===== src/rtl/shift_arbiter_pkg.sv =====
// Shared widths and slot-state encoding for the two-requester shift arbiter.
package shift_arbiter_pkg;
    localparam int ID_W   = 1;
    localparam int DATA_W = 8;
    localparam int AMT_W  = 3;

    typedef enum logic {
        EMPTY = 1'b0,
        FULL  = 1'b1
    } slot_state_e;
endpackage


===== src/rtl/shift_arbiter_barrel_shifter.sv =====
// 8-bit logical right barrel shifter, zero fill, three log-stages.
module barrel_shifter
    import shift_arbiter_pkg::*;
(
    input  logic [DATA_W-1:0] in,
    input  logic [AMT_W-1:0]  ctrl,
    output logic [DATA_W-1:0] out
);
    logic [DATA_W-1:0] s1, s2;

    assign s1  = ctrl[0] ? (in >> 1) : in;
    assign s2  = ctrl[1] ? (s1 >> 2) : s1;
    assign out = ctrl[2] ? (s2 >> 4) : s2;
endmodule


===== src/rtl/shift_arbiter.sv =====
// Round-robin arbiter sharing one barrel shifter between two requesters,
// with a single-entry response slot and saturating per-requester counters.
module shift_arbiter
    import shift_arbiter_pkg::*;
#(
    parameter bit RR_INIT = 1'b0
) (
    input  logic              clk,
    input  logic              rst_n,
    input  logic [1:0]        req_valid,
    output logic [1:0]        req_ready,
    input  logic [DATA_W-1:0] req_data0,
    input  logic [DATA_W-1:0] req_data1,
    input  logic [AMT_W-1:0]  req_amt0,
    input  logic [AMT_W-1:0]  req_amt1,
    output logic              rsp_valid,
    input  logic              rsp_ready,
    output logic [DATA_W-1:0] rsp_data,
    output logic [ID_W-1:0]   rsp_id,
    output logic [7:0]        srv_cnt0,
    output logic [7:0]        srv_cnt1
);
    slot_state_e       state_q;
    logic [DATA_W-1:0] data_q;
    logic [ID_W-1:0]   id_q;
    logic              ptr_q;
    logic [7:0]        cnt0_q, cnt1_q;

    logic              can_accept;
    logic [1:0]        gnt;
    logic [DATA_W-1:0] mux_data, shf_data;
    logic [AMT_W-1:0]  mux_amt;

    // rst_n gates acceptance so req_ready reads 0 while reset is held.
    assign can_accept = rst_n && ((state_q == EMPTY) || rsp_ready);
    assign gnt[0] = can_accept && req_valid[0] && (!req_valid[1] || (ptr_q == 1'b0));
    assign gnt[1] = can_accept && req_valid[1] && (!req_valid[0] || (ptr_q == 1'b1));
    assign req_ready = gnt;

    assign mux_data = gnt[1] ? req_data1 : req_data0;
    assign mux_amt  = gnt[1] ? req_amt1  : req_amt0;

    barrel_shifter u_shf (
        .in   (mux_data),
        .ctrl (mux_amt),
        .out  (shf_data)
    );

    always_ff @(posedge clk or negedge rst_n) begin
        if (!rst_n) begin
            state_q <= EMPTY;
            data_q  <= '0;
            id_q    <= '0;
            ptr_q   <= RR_INIT;
            cnt0_q  <= '0;
            cnt1_q  <= '0;
        end else begin
            if (|gnt) begin
                state_q <= FULL;
                data_q  <= shf_data;
                id_q    <= ID_W'(gnt[1]);
                ptr_q   <= gnt[0];
            end else if (rsp_ready) begin
                state_q <= EMPTY;
            end
            if (gnt[0] && (cnt0_q != 8'hFF)) cnt0_q <= cnt0_q + 8'd1;
            if (gnt[1] && (cnt1_q != 8'hFF)) cnt1_q <= cnt1_q + 8'd1;
        end
    end

    assign rsp_valid = (state_q == FULL);
    assign rsp_data  = data_q;
    assign rsp_id    = id_q;
    assign srv_cnt0  = cnt0_q;
    assign srv_cnt1  = cnt1_q;
endmodule


===== config.mk =====
export PLATFORM = sky130hd
export DESIGN_NAME = shift_arbiter
export DESIGN_NICKNAME = d
export VERILOG_FILES = /design/src/rtl/shift_arbiter_pkg.sv /design/src/rtl/shift_arbiter_barrel_shifter.sv /design/src/rtl/shift_arbiter.sv
export SDC_FILE = /design/constraint.sdc
export NUM_CORES = 1
export LEC_CHECK = 0
export BUFFER_PORTS_ARGS = -buffer_cell sky130_fd_sc_hd__buf_4
export CAP_MARGIN = 15
export CORE_ASPECT_RATIO = 2
export CORE_MARGIN = 8
export CORE_UTILIZATION = 36
export CTS_BUF_LIST = sky130_fd_sc_hd__clkbuf_4
export CTS_CLUSTER_DIAMETER = 120
export DETAILED_ROUTE_END_ITERATION = 12
export SYNTH_ARGS = -nofsm -noshare
export SYNTH_HDL_FRONTEND = slang
export SYNTH_SLANG_ARGS = --single-unit

===== constraint.sdc =====
create_clock -name clk -period 2.1 [get_ports clk]
set_input_delay 0.105 -clock clk [delete_from_list [all_inputs] [get_ports clk]]
set_output_delay 0.105 -clock clk [all_outputs]
set_load 0.02 [all_outputs]

==> out/metrics.yaml <==
postCtsSetupBuffers: 0
core_um2: 4510
crit_buf_inv: 0
ant_nets: 0
numPortBuffers: 54
grt_pass1_vias: 1471
report.power.total_mw: 1.79
rsz0062_at_grt: "false"
cp_max_fo: 8
layout-drive-gt1-share_pct: 36.5
dpl.hpwl_um: 3350
grt_usage_pct: 11.4
viasPerCell: 5.13
cts_resized: 0
die_w_um: 63.8
synthAdderAreaFrac_pct: 1.52
cts.sinks: 27
power.density_nw_per_um2: 835
place_inst: 261
clock-skew-final_ns: 0.00686
fmax_ghz: 0.567
antenna_cells: 0
clk_transition_reported_paths_ns: 0.16
path_class: "reg2reg"
hold_class: "in2reg"
hold_viol: 0
layout_min_cycle_time_ns: 1.76
tns_ns: 0
end_kind: "register"
die-area_um2: 7110
min_from: "rsp_ready"
worst_ep_arrival_time_ns: 2.00
num_io_pins: 55
seq_area_frac_synth_pct: 41.1
grt_first_pass_wirelength_um: 6880
syn_area_um2: 1640
period_share_pct: 83.9
r2r_start: "srv_cnt0[0]$_DFFE_PN0P_"
synthesis.nets: 184
max-slew-margin-rel_pct: 59.7
clk_latency_ns: 0.32
worst_pin_slew_ns: 0.602
ff2ff_setup_slack_ns: 0.34
rows: 35
cp_slowest_cell: "dfrtp_1"
synth_compound_area_share_pct: 12.7
synthFlopType: "dfrtp_1"
vdd_drop_max_uv: 645
yosys_warnings: 0
path_cells: "ha_1 -> and3_1 -> a31oi_2 -> mux2_2"
grt_max_degree: 24
grt-ovfl-total: 0
cts_max_path_buffers: 2
drt_pass1_iterations: 4
hold_depth: 3
start_kind: "register"
num_vias: 1365
top_usage_layer: "met2"
cts_tree: "built"
cts_max_level: 1
synth_top_family_by_area: "simple AND/OR/NAND/NOR gates"
synth_area_per_cell_um2: 10.6
cts_buffers: 3
synth_edf_count: 0
yosys.area_share.simple_pct: 17.7
clock-root-buffer: "clkbuf_4"
gp_congestion: 0.777
synthDistinctLibCells: 40
required_ns: 2.33
syn_inst: 155
mostFrequentLayoutCells: "buf_4, dfrtp_1, nand2_1"
reg2reg_to: "srv_cnt0[1]$_DFFE_PN0P_"
rr_worst_depth: 4
grt_use_met3_pct: 3.12
p_leak_nw: 1.04
synth-async-reset-ratio_pct: 100
slowest_delay_ns: 0.46
wl_um: 3980
drc: 0
cts_hold_buf: 1
synth-seq-cells: 27
die_y_um: 112
final_common_cell: "buf_4"
synth.area.mux_share_pct: 16.5
status: "complete, no violations"
area_growth_syn_to_layout_pct: 30.8
maxCapViolations: 0
antenna_found_initial: 0
wl_per_cell_um: 15.0
start_util_pct: 36.4
slew_violations: 0
nets: 241
stdcell_count: 266
drt_iter0_drc: 13
crit_family: "flip-flops"
synthXorXnorAreaFrac_pct: 7.46
use_met1_pct: 14.1
grt_util_met2_pct: 19.2
finalSetupViolations: 0
holdPathEnd: "rsp_valid$_DFFE_PN0P_"
power by group:
group          switching (mW)  internal [mW]  leakage [nW]
Combinational           0.395          0.368         0.676
Clock                   0.160         0.0727        0.0139
Sequential              0.147          0.652         0.346
Total                   0.702           1.09          1.04
stage by stage:
stage	hold slack [ns]	setup WS (ns)	util (%)	cell area, µm²
3_5_place_dp	-0.0703	0.357	46.7	2110
4_1_cts	0.0938	0.335	47.6	2150
2_1_floorplan	-0.191	0.379	-	1640
3_3_place_gp	-0.0675	0.438	46.7	2110
5_1_grt	0.0933	0.231	47.6	2150
6_report	0.101	0.338	47.6	2150
worst min-delay path: stages:
cell      delay (ns)
buf_4           0.07
nand2b_2        0.16
nand2_1         0.07
metal layers:
metal | share of wire, % | vias to the layer above
met2 | 49 | 39
met5 | 0 | -
met1 | 44 | 642
met4 | 0.60 | 0
li1 | - | 682
met3 | 6.2 | 2
cells by family (layout without fill, tap and decap cells):
family                   count (synthesis)  after routing
adder cells (fa/ha/maj)                  2              2
buffers and inverters                   11             67
AND/OR/NAND/NOR                         56             56
AO/OA/AOI/OAI                           26             26
XOR/XNOR                                14             14
multiplexers                            19             19
flip-flops                              27             27
sequential cells by signal, summed over array words and instances (netlist names):
name / count
srv_cnt0: 8
srv_cnt1: 8
rsp_data: 8
rsp_valid: 1
rsp_id: 1
ptr_q: 1
area by class of cell:
type	instances	area, µm²
repair buffers	58	438
clock buffers	3	22.5
multi-input cells	117	917
inverters	5	18.8
clock inverters	1	7.51
fillers	441	2360
well taps	55	68.8
flip-flops and latches	27	676
cells in the mapped netlist (2+ instances only):
library cell	instances	area, µm²
nor2_1	5	18.8
a221o_1	2	20.0
mux4_2	6	135
o21ai_0	5	25.0
and3_1	4	25.0
nand3b_1	2	15.0
xor2_1	4	35.0
mux2_2	4	45.0
nand3_1	5	25.0
nand2_1	23	86.3
dfrtp_1	27	676
nor3b_1	3	22.5
inv_1	4	15.0
a22o_1	4	35.0
mux2i_1	9	90.1
buf_2	4	20.0
o22ai_1	2	12.5
and4_1	2	17.5
xnor2_1	10	87.6
nand4_1	5	31.3
ha_1	2	25.0
a21oi_1	4	20.0
or3_1	2	12.5
worst max-delay path by stage:
stage / slack, ns / startpoint / cells past startpoint / end
2_1_floorplan: 0.38 / srv_cnt0[0]$_DFFE_PN0P_ / 4 / srv_cnt0[1]$_DFFE_PN0P_
3_3_place_gp: 0.44 / srv_cnt0[0]$_DFFE_PN0P_ / 4 / srv_cnt0[1]$_DFFE_PN0P_
3_5_place_dp: 0.36 / srv_cnt0[0]$_DFFE_PN0P_ / 4 / srv_cnt0[1]$_DFFE_PN0P_
4_1_cts: 0.33 / srv_cnt0[0]$_DFFE_PN0P_ / 4 / srv_cnt0[1]$_DFFE_PN0P_
5_1_grt: 0.23 / srv_cnt0[0]$_DFFE_PN0P_ / 4 / srv_cnt0[1]$_DFFE_PN0P_
6_report: 0.34 / srv_cnt0[0]$_DFFE_PN0P_ / 4 / srv_cnt0[1]$_DFFE_PN0P_
No activity file was read; power rests on OpenSTA's default activity.
